==> config.mk <==
export PLATFORM = sky130hd
export DESIGN_NAME = instr_fetch
export DESIGN_NICKNAME = d
export VERILOG_FILES = /design/src/rtl/instr_fetch_pkg.sv /design/src/rtl/fetch_fifo.sv /design/src/rtl/instr_fetch.sv
export SDC_FILE = /design/constraint.sdc
export NUM_CORES = 1
export LEC_CHECK = 0
export CAP_MARGIN = 10
export CORE_UTILIZATION = 28
export DETAILED_ROUTE_END_ITERATION = 16
export HOLD_SLACK_MARGIN = 0.06
export PLACE_DENSITY = 0.5
export SLEW_MARGIN = 20
export SYNTH_ARGS = -nofsm -noshare
export SYNTH_HDL_FRONTEND = slang
export SYNTH_SLANG_ARGS = --single-unit
==> constraint.sdc <==
create_clock -name clk -period 3.4 [get_ports clk]
set_input_delay 0.68 -clock clk [delete_from_list [all_inputs] [get_ports clk]]
set_output_delay 0.68 -clock clk [all_outputs]
set_load 0.005 [all_outputs]
==> src/rtl/instr_fetch_pkg.sv <==
// Shared processor definitions used by the instruction fetch unit:
// fetch FSM encoding, reset PC default, NOP word and the buffer entry layout.
package instr_fetch_pkg;

  typedef enum logic [1:0] {
    ST_RESET = 2'd0,
    ST_FETCH = 2'd1,
    ST_HOLD  = 2'd2
  } fetch_state_e;

  localparam logic [31:0] RESET_PC_DEFAULT = 32'h0000_0000;
  localparam logic [31:0] NOP_INSTR        = 32'h0000_0013;
  localparam logic [31:0] PC_STEP          = 32'd4;

  typedef struct packed {
    logic [31:0] pc;
    logic [31:0] instr;
  } fetch_entry_t;

  function automatic logic [31:0] align_pc(input logic [31:0] pc);
    return {pc[31:2], 2'b00};
  endfunction

endpackage

==> src/rtl/fetch_fifo.sv <==
// Prefetch buffer: DEPTH-entry circular FIFO of {pc, instr}; head is read
// combinationally, push while full is accepted only together with a pop.
module fetch_fifo
  import instr_fetch_pkg::*;
#(
  parameter int DEPTH = 2
) (
  input  logic                     clk,
  input  logic                     rst_n,
  input  logic                     flush_i,
  input  logic                     push_i,
  input  fetch_entry_t             data_i,
  input  logic                     pop_i,
  output fetch_entry_t             data_o,
  output logic                     full_o,
  output logic                     empty_o,
  output logic [$clog2(DEPTH):0]   count_o
);

  localparam int AW = $clog2(DEPTH);

  fetch_entry_t   mem_q [DEPTH];
  logic [AW-1:0]  rd_q, rd_d;
  logic [AW-1:0]  wr_q, wr_d;
  logic [AW:0]    count_q, count_d;
  logic           do_push, do_pop;

  assign empty_o = (count_q == '0);
  assign full_o  = (count_q == (AW+1)'(DEPTH));
  assign count_o = count_q;
  assign data_o  = mem_q[rd_q];

  assign do_pop  = pop_i && !empty_o;
  assign do_push = push_i && (!full_o || do_pop);

  always_comb begin
    rd_d    = rd_q;
    wr_d    = wr_q;
    count_d = count_q;
    if (flush_i) begin
      rd_d    = '0;
      wr_d    = '0;
      count_d = '0;
    end else begin
      if (do_pop)  rd_d = rd_q + 1'b1;
      if (do_push) wr_d = wr_q + 1'b1;
      count_d = count_q + {{AW{1'b0}}, do_push} - {{AW{1'b0}}, do_pop};
    end
  end

  always_ff @(posedge clk or negedge rst_n) begin
    if (!rst_n) begin
      rd_q    <= '0;
      wr_q    <= '0;
      count_q <= '0;
    end else begin
      rd_q    <= rd_d;
      wr_q    <= wr_d;
      count_q <= count_d;
    end
  end

  // Storage resets to NOPs so an unwritten slot never holds a stale word.
  always_ff @(posedge clk or negedge rst_n) begin
    if (!rst_n) begin
      for (int i = 0; i < DEPTH; i++) begin
        mem_q[i] <= '{pc: '0, instr: NOP_INSTR};
      end
    end else if (do_push && !flush_i) begin
      mem_q[wr_q] <= data_i;
    end
  end

endmodule

==> src/rtl/instr_fetch.sv <==
// Instruction fetch unit: credit-limited in-order requests to instruction
// memory, prefetch buffer towards the core, redirect flush with discard.
module instr_fetch
  import instr_fetch_pkg::*;
#(
  parameter int          DEPTH    = 2,
  parameter logic [31:0] RESET_PC = RESET_PC_DEFAULT
) (
  input  logic         clk,
  input  logic         rst_n,
  output logic         mem_req,
  output logic [31:0]  mem_addr,
  input  logic         mem_gnt,
  input  logic         mem_rvalid,
  input  logic [31:0]  mem_rdata,
  input  logic         redirect,
  input  logic [31:0]  redirect_pc,
  output logic         instr_valid,
  input  logic         instr_ready,
  output logic [31:0]  instr,
  output logic [31:0]  instr_pc,
  output fetch_state_e dbg_state_o
);

  // Handshakes: a request issues on mem_req && mem_gnt (mem_req/mem_addr held
  // until then); an instruction transfers on instr_valid && instr_ready, with
  // instr/instr_pc held while instr_valid && !instr_ready.

  localparam int             CW      = $clog2(DEPTH) + 1;
  localparam logic [CW:0]    DEPTH_C = (CW+1)'(DEPTH);

  fetch_state_e  state_q, state_d;
  logic [31:0]   pc_q, pc_d;
  logic [31:0]   rsp_pc_q, rsp_pc_d;
  logic [CW-1:0] out_q, out_d;
  logic [CW-1:0] disc_q, disc_d;

  logic          grant, rsp, push, pop;
  logic [CW:0]   credits;
  logic [CW-1:0] fifo_count;
  logic          fifo_full, fifo_empty;
  fetch_entry_t  fifo_head, fifo_in;

  assign grant = mem_req && mem_gnt;
  // Responses with nothing outstanding belong to requests abandoned by reset.
  assign rsp   = mem_rvalid && (out_q != '0);
  assign pop   = instr_valid && instr_ready;
  assign push  = rsp && (disc_q == '0) && !redirect && (!fifo_full || pop);

  // A same-cycle pop frees a slot, which keeps the pipe full with DEPTH=2.
  assign credits = DEPTH_C - {1'b0, fifo_count} - {1'b0, out_q} + {{CW{1'b0}}, pop};

  assign mem_req     = (state_q == ST_FETCH) && (credits != '0);
  assign mem_addr    = pc_q;
  assign instr_valid = !fifo_empty;
  assign instr       = instr_valid ? fifo_head.instr : '0;
  assign instr_pc    = instr_valid ? fifo_head.pc : '0;
  assign dbg_state_o = state_q;
  assign fifo_in     = '{pc: rsp_pc_q, instr: mem_rdata};

  fetch_fifo #(.DEPTH(DEPTH)) u_fifo (
    .clk     (clk),
    .rst_n   (rst_n),
    .flush_i (redirect),
    .push_i  (push),
    .data_i  (fifo_in),
    .pop_i   (pop),
    .data_o  (fifo_head),
    .full_o  (fifo_full),
    .empty_o (fifo_empty),
    .count_o (fifo_count)
  );

  always_comb begin
    state_d = state_q;
    case (state_q)
      ST_RESET: state_d = ST_FETCH;
      ST_FETCH: if (credits == '0) state_d = ST_HOLD;
      ST_HOLD:  if (credits != '0) state_d = ST_FETCH;
      default:  state_d = ST_RESET;
    endcase
    if (redirect) state_d = ST_FETCH;
  end

  always_comb begin
    out_d    = out_q + CW'(grant) - CW'(rsp);
    disc_d   = disc_q;
    pc_d     = pc_q;
    rsp_pc_d = rsp_pc_q;
    if (redirect) begin
      // Everything still in flight after this edge, including a same-cycle
      // grant, belongs to the old stream.
      disc_d   = out_d;
      pc_d     = align_pc(redirect_pc);
      rsp_pc_d = align_pc(redirect_pc);
    end else begin
      if (rsp && (disc_q != '0)) disc_d = disc_q - 1'b1;
      if (grant) pc_d = pc_q + PC_STEP;
      if (push)  rsp_pc_d = rsp_pc_q + PC_STEP;
    end
  end

  always_ff @(posedge clk or negedge rst_n) begin
    if (!rst_n) begin
      state_q  <= ST_RESET;
      pc_q     <= RESET_PC;
      rsp_pc_q <= RESET_PC;
      out_q    <= '0;
      disc_q   <= '0;
    end else begin
      state_q  <= state_d;
      pc_q     <= pc_d;
      rsp_pc_q <= rsp_pc_d;
      out_q    <= out_d;
      disc_q   <= disc_d;
    end
  end

endmodule

Word-level counts from Yosys, hierarchy flattened
Cells that the tools add are included.
{"block": "word_totals", "ff_bits": 202, "latchBits": 0, "ramBits": 0, "rom_bits": 0, "out_inout_bits": 100, "word_cells": 87, "n_memories": 0}
{"block": "op_classes", "addsub": 12, "n_mul": 0, "n_div": 0, "order_cmp": 3, "eq_ne": 5, "shift": 0, "muxes": 23, "n_bitwise": 2, "reduce_logical": 30}
{"operator": "64-bit 2-to-1 mux", "n": 4}
{"operator": "32-bit 2-to-1 mux", "n": 6}
{"operator": "128-bit bitwise mux", "n": 1}
{"operator": "32-bit by 3-bit adder with 32-bit output (second input constant)", "n": 2}
{"operator": "64-bit demux with 1-bit select", "n": 1}
{"operator": "2-bit nonzero test", "n": 7}
{"operator": "1-bit logical AND", "n": 12}
{"operator": "2-bit 2-to-1 mux", "n": 6}
{"operator": "2-bit logical NOT", "n": 3}
{"operator": "2-bit case mux with 3 select lines", "n": 1}
{"operator": "2-bit by 1-bit adder with 2-bit output", "n": 2}
{"operator": "2-bit equality test (second input constant)", "n": 2}
{"operator": "2-bit >= comparator (second input constant)", "n": 2}
{"operator": "1-bit 2-to-1 mux", "n": 4}
{"operator": "1-bit inverter with 2-bit output", "n": 2}
{"operator": "2-bit by 1-bit subtractor with 2-bit output", "n": 2}
{"operator": "3-bit by 1-bit adder with 3-bit output", "n": 1}
{"operator": "1-bit logical NOT", "n": 3}
{"operator": "3-bit logical NOT", "n": 1}
{"operator": "3-bit by 2-bit != test with 1-bit output (second input constant)", "n": 1}
{"operator": "3-bit != test (second input constant)", "n": 1}
{"operator": "3-bit nonzero test", "n": 1}
{"operator": "2-bit by 2-bit subtractor with 3-bit output (first input constant)", "n": 1}
{"operator": "3-bit by 2-bit subtractor with 3-bit output", "n": 1}
{"operator": "6 further kinds", "n": 8}

Longest topological paths before layout
{"block": "depth", "ltp_word": 10, "mapped_depth": 14, "ltp_nobuf": 13}

By module
Synthesis repeated with hierarchy kept, for this count alone.
{"block": "unflattened", "hier_cells": 817, "area_unflattened_um2": 10437.5}
{"mod": "fetch_fifo", "n_inst": 1, "cells_each": 365, "area_per_inst_um2": 5987.0, "seq_area_each_um2": 3310.7}
{"mod": "instr_fetch", "n_inst": 1, "cells_each": 452, "area_per_inst_um2": 4450.5, "seq_area_each_um2": 1651.6}

Worst setup path before layout
OpenSTA, ideal clock, no wires.
{"block": "synth_path", "path_type": "register -> register", "from": "register u_fifo.count_q[1] (netlist: u_fifo.count_o[1])", "to": "register disc_q[1]", "setup_time_ns": 0.071, "arrival_ns": 3.388, "required_time_ns": 3.329, "slack_ns": -0.059, "path_stages_with_launch": 15, "cell_sequence": "dfrtp_1 nor2_1 nor2b_1 fa_1 fa_1 or3b_2 clkbuf_1 nand2_1 ha_1 inv_1 ha_1 xnor2_1 xnor2_1 nor2_1 nor2_1"}
{"block": "synth_between", "elab_chain_len": 10}
{"element": "start: declaration", "line_no": "fetch_fifo.sv:25", "text": "logic [AW:0] count_q, count_d;"}
{"element": "start signal: assignment", "line_no": "fetch_fifo.sv:59", "text": "count_q <= count_d;"}
{"element": "branches (longest 3 deep; another with 2-bit by 2-bit subtractor with 3-bit output)"}
{"element": "3-bit by 1-bit adder with 3-bit output (*)", "line_no": "instr_fetch.sv:51", "text": "assign credits = DEPTH_C - {1'b0, fifo_count} - {1'b0, out_q} + {{CW{1'b0}}, pop};"}
{"element": "3-bit nonzero test (*)", "line_no": "instr_fetch.sv:53", "text": "assign mem_req = (state_q == ST_FETCH) && (credits != '0);"}
{"element": "1-bit logical AND (*)", "line_no": "instr_fetch.sv:53"}
{"element": "1-bit logical AND (*)", "line_no": "instr_fetch.sv:44", "text": "assign grant = mem_req && mem_gnt;"}
{"element": "2-bit by 1-bit adder with 2-bit output (*)", "line_no": "instr_fetch.sv:86", "text": "out_d = out_q + CW'(grant) - CW'(rsp);"}
{"element": "2-bit by 1-bit subtractor with 2-bit output (*)", "line_no": "instr_fetch.sv:86"}
{"element": "via out_d[1]", "line_no": "instr_fetch.sv:35", "text": "logic [CW-1:0] out_q, out_d;"}
{"element": "2-bit 2-to-1 mux (*)", "line_no": "instr_fetch.sv:90", "text": "if (redirect) begin"}
{"element": "end signal: assignment", "line_no": "instr_fetch.sv:115", "text": "disc_q <= disc_d;"}
{"element": "end: declaration", "line_no": "instr_fetch.sv:36", "text": "logic [CW-1:0] disc_q, disc_d;"}
Mark *: on every way through the listed nets, which the timed path passes.
A chain may end at the register's enable or synchronous reset.

Final worst setup path
{"block": "layout_path", "from": "input instr_ready", "to": "output mem_req"}
{"block": "layout_between", "elab_chain_len": 4}
{"element": "start: declaration", "line_no": "instr_fetch.sv:19", "text": "input logic instr_ready,"}
{"element": "1-bit logical AND", "line_no": "instr_fetch.sv:47", "text": "assign pop = instr_valid && instr_ready;"}
{"element": "3-bit by 1-bit adder with 3-bit output", "line_no": "instr_fetch.sv:51"}
{"element": "3-bit nonzero test", "line_no": "instr_fetch.sv:53"}
{"element": "1-bit logical AND", "line_no": "instr_fetch.sv:53"}
{"element": "end: declaration", "line_no": "instr_fetch.sv:11", "text": "output logic mem_req,"}
No other way between the ends.

==> results_dict.tcl <==
set metrics [dict create \
    floorplan.io_pins 170 \
    most-common-layout-cells "sky130_fd_sc_hd__dfrtp_1, sky130_fd_sc_hd__clkdlybuf4s50_1, sky130_fd_sc_hd__mux2_2" \
    tritoncts.num_buffers 17 \
    viasPerCell 4.60 \
    yosysTopAreaCellShare 0.490 \
    detailroute.via_count 6565 \
    global_route.usage.met3 0.0278 \
    drt_pass1_iterations 4 \
    clock_root_cell "sky130_fd_sc_hd__clkbuf_16" \
    worst_ep_arrival_time_ns 2.59 \
    most_frequent_standard_cell_in_the_layout_excluding_fill_and_tap_cells "sky130_fd_sc_hd__dfrtp_1" \
    share_of_the_yosys_chip_area_belonging_to_registers 0.506 \
    globalRouteMet2Util 0.214 \
    timing.final.max_slew_violations 0 \
    critical_path_cell_list "clkdlybuf4s50_1, nor2b_1, fa_2, fa_1, nor3b_2, buf_4, nor3b_2, buf_2" \
    timing.critical_path.required_ns 2.72 \
    pre_cts_slack_ns -0.371 \
    holdBufCountCts 0 \
    path_clk_slew_ns 0.08 \
    slowest_stage "sky130_fd_sc_hd__fa_1" \
    synth_largest_area_cell "sky130_fd_sc_hd__dfrtp_1" \
    setup_viol 0 \
    final.setup_skew_ns 0.0175 \
    fill_cells 3339 \
    grt_util_met1 0.209 \
    final-instance-count-excl-fill 1427 \
    final-hold-violation-count 0 \
    clk_path_buf_depth 2 \
    cp-end-kind "primary output" \
    antenna_cells_inserted 0 \
    largest_stage_delay_on_the_critical_path_ns 0.52 \
    drive_gt1_frac 0.241 \
    drt_iter0_drc 220 \
    vias_in_the_first_global_route 6916 \
    cp_max_fanout 2 \
    drv_cap 0 \
    die_w_um 187 \
    finish.net_count 1045 \
    period_share 0.962 \
    grt_util_all_layers 0.142 \
    synth.ff_latch_count 194 \
    tritoncts_num_sinks 194 \
    post-cts-setup-buffer-count 0 \
    core_um2 33600 \
    hpwl_um 16300 \
    max_freq_ghz 0.306 \
    cp-start-kind "input pin" \
    synthesis.area_um2 9600 \
    yosys-top-cells-area "sky130_fd_sc_hd__dfrtp_1, sky130_fd_sc_hd__mux2_2, sky130_fd_sc_hd__mux2i_1, sky130_fd_sc_hd__nor2_1, sky130_fd_sc_hd__xnor2_1" \
    synth_cell_types 49 \
    period_minus_slack_ns 3.27 \
    wirelength_um 24000 \
    dp_cells 1395 \
    synth.yosys.warnings 0 \
    route.antenna.remaining_nets 0 \
    setup_repair_after_global_routing_missed_its_margin "no" \
    cts_tree "built" \
    grt_first_pass_wirelength_um 39200 \
    dieArea_um2 35000 \
    criticalPathCategory "input pin to primary output" \
    synthesis.instances 803 \
    grt_max_degree 79 \
    status "finished clean" \
    finalWorstSetupSlack_ns 0.130 \
    initial_utilization 0.286 \
    post_synth.cell_area_avg_um2 12.0 \
    power.density_nw_per_um2 754 \
    fp-row-count 67 \
    placement.io_buffers 163 \
    final_global_route_overflow_total 0 \
    slew_headroom 0.469 \
    number_of_levels_in_the_clock_h_tree 4 \
    finalWeightedCongestion 0.737 \
    dieHeight_um 187 \
    grt_antenna_before_repair 0 \
    tightest_slew_ns 0.791 \
    crit_path_frequent_cell "sky130_fd_sc_hd__nor3b_2" \
    flow.area_growth_from_synthesis_pct 29.1 \
    hold_path.class "input pin to async pin" \
    clk_latency_ns 0.43 \
    detail_route.wl_per_cell_um 16.8 \
    p_leak_nw 5.00 \
    grt-busiest-layer "met2" \
    route.detailed.drc 0 \
    irDropWorstVdd_mv 0.342 \
]
cell type report:
cell class | instances | area (um2) | share of cell area
inverters | 14 | 52.6 | 0.00424
clock buffers | 18 | 439 | 0.0354
clock inverters | 14 | 164 | 0.0132
repair buffers | 187 | 1890 | 0.152
multi-input cells | 552 | 4430 | 0.357
well taps | 448 | 561 | 0.0452
flip-flops and latches | 194 | 4870 | 0.392
path summary, 6_finish.rpt:
kind / to / depth (start not counted) / slack (ns) / start
setup reg to reg: mem_addr[14] / 11 / 0.40 / u_fifo.count_o[1]
max in group asynchronous: u_fifo.mem_q[1] / 2 / 2.27 / rst_n
hold / removal: mem_addr[8] / 1 / 0.25 / rst_n
min in group clk: u_fifo.mem_q[66] / 1 / 0.49 / u_fifo.mem_q[66]
setup / recovery: mem_req / 8 / 0.13 / instr_ready
hold reg to reg: u_fifo.mem_q[66] / 1 / 0.49 / u_fifo.mem_q[66]
layer usage:
layer	vias up	part of all wire
li1	3143	-
met1	3267	0.51
met2	148	0.44
met3	7	0.044
met4	0	0.0048
met5	-	0
worst max-delay path: cells and delay by family:
kind,cells,cell delay (ns)
buffers and inverters,3,0.69
AND/OR/NAND/NOR,3,0.35
adder cells (fa/ha/maj),2,0.86
kinds of logic (layout without fill, tap and decap cells):
group                    count (synthesis)  in the layout  share of synthesized area
XOR/XNOR                                59             59                     0.0538
flip-flops                             194            194                      0.506
AND/OR/NAND/NOR                        223            223                      0.116
adder cells (fa/ha/maj)                 10             10                     0.0143
other                                    1              4                   0.000391
AO/OA/AOI/OAI                           32             32                     0.0195
multiplexers                           224            224                      0.254
buffers and inverters                   60            233                     0.0356
state kept, by name, summed over array words and instances, names as in the netlist:
register	cells
rsp_pc_q	30
u_fifo.wr_q	1
u_fifo.count_o	2
dbg_state_o	2
mem_addr	30
out_q	2
disc_q	2
u_fifo.mem_q	124
u_fifo.rd_q	1
cell usage after synthesis, drive strengths merged:
cell type  instances
conb               1
xnor2             38
a31o               3
nor4bb             1
or3                2
nor3b              3
nor3              20
ha                 7
a31oi              1
and3               7
a221o              1
clkinv             1
mux2i             65
and3b              1
and4b              1
nand2             23
a21oi             10
inv               13
a21boi             2
mux2             159
or4                1
dfrtp            188
dfstp              6
nor4               2
xor2              21
maj3               1
o211ai             2
nand4             32
and2               3
fa                 2
or2                2
nand2b             1
or3b               1
nand3             25
and4               4
clkbuf            19
buf               27
nor2              92
nor2b              2
o21ai             13
power by group:
part | switching (mW) | leakage [nW] | internal, mW
Sequential | 0.548 | 2.41 | 3.16
Clock | 1.00 | 0.292 | 1.08
Combinational | 1.50 | 2.30 | 2.07
metrics by stage:
stage	power [mW]	instance area (um2)	setup TNS [ns]	utilization	hold WS [ns]
final	9.35	12400	0	0.369	0.250
after floorplan	5.75	9620	0	-	0.384
after CTS	9.54	12400	0	0.369	0.297
after detailed placement	7.40	11800	-6.65	0.351	0.479
after global routing	10.1	12400	0	0.369	0.303
after global placement	7.34	11800	-5.08	0.351	0.469
repair_timing:
item / CTS / global route
pin swaps: 1 / 1
resized for setup: 6 / 1
setup endpoints to repair: 1 / 1
(Power assumes the default switching activity.)
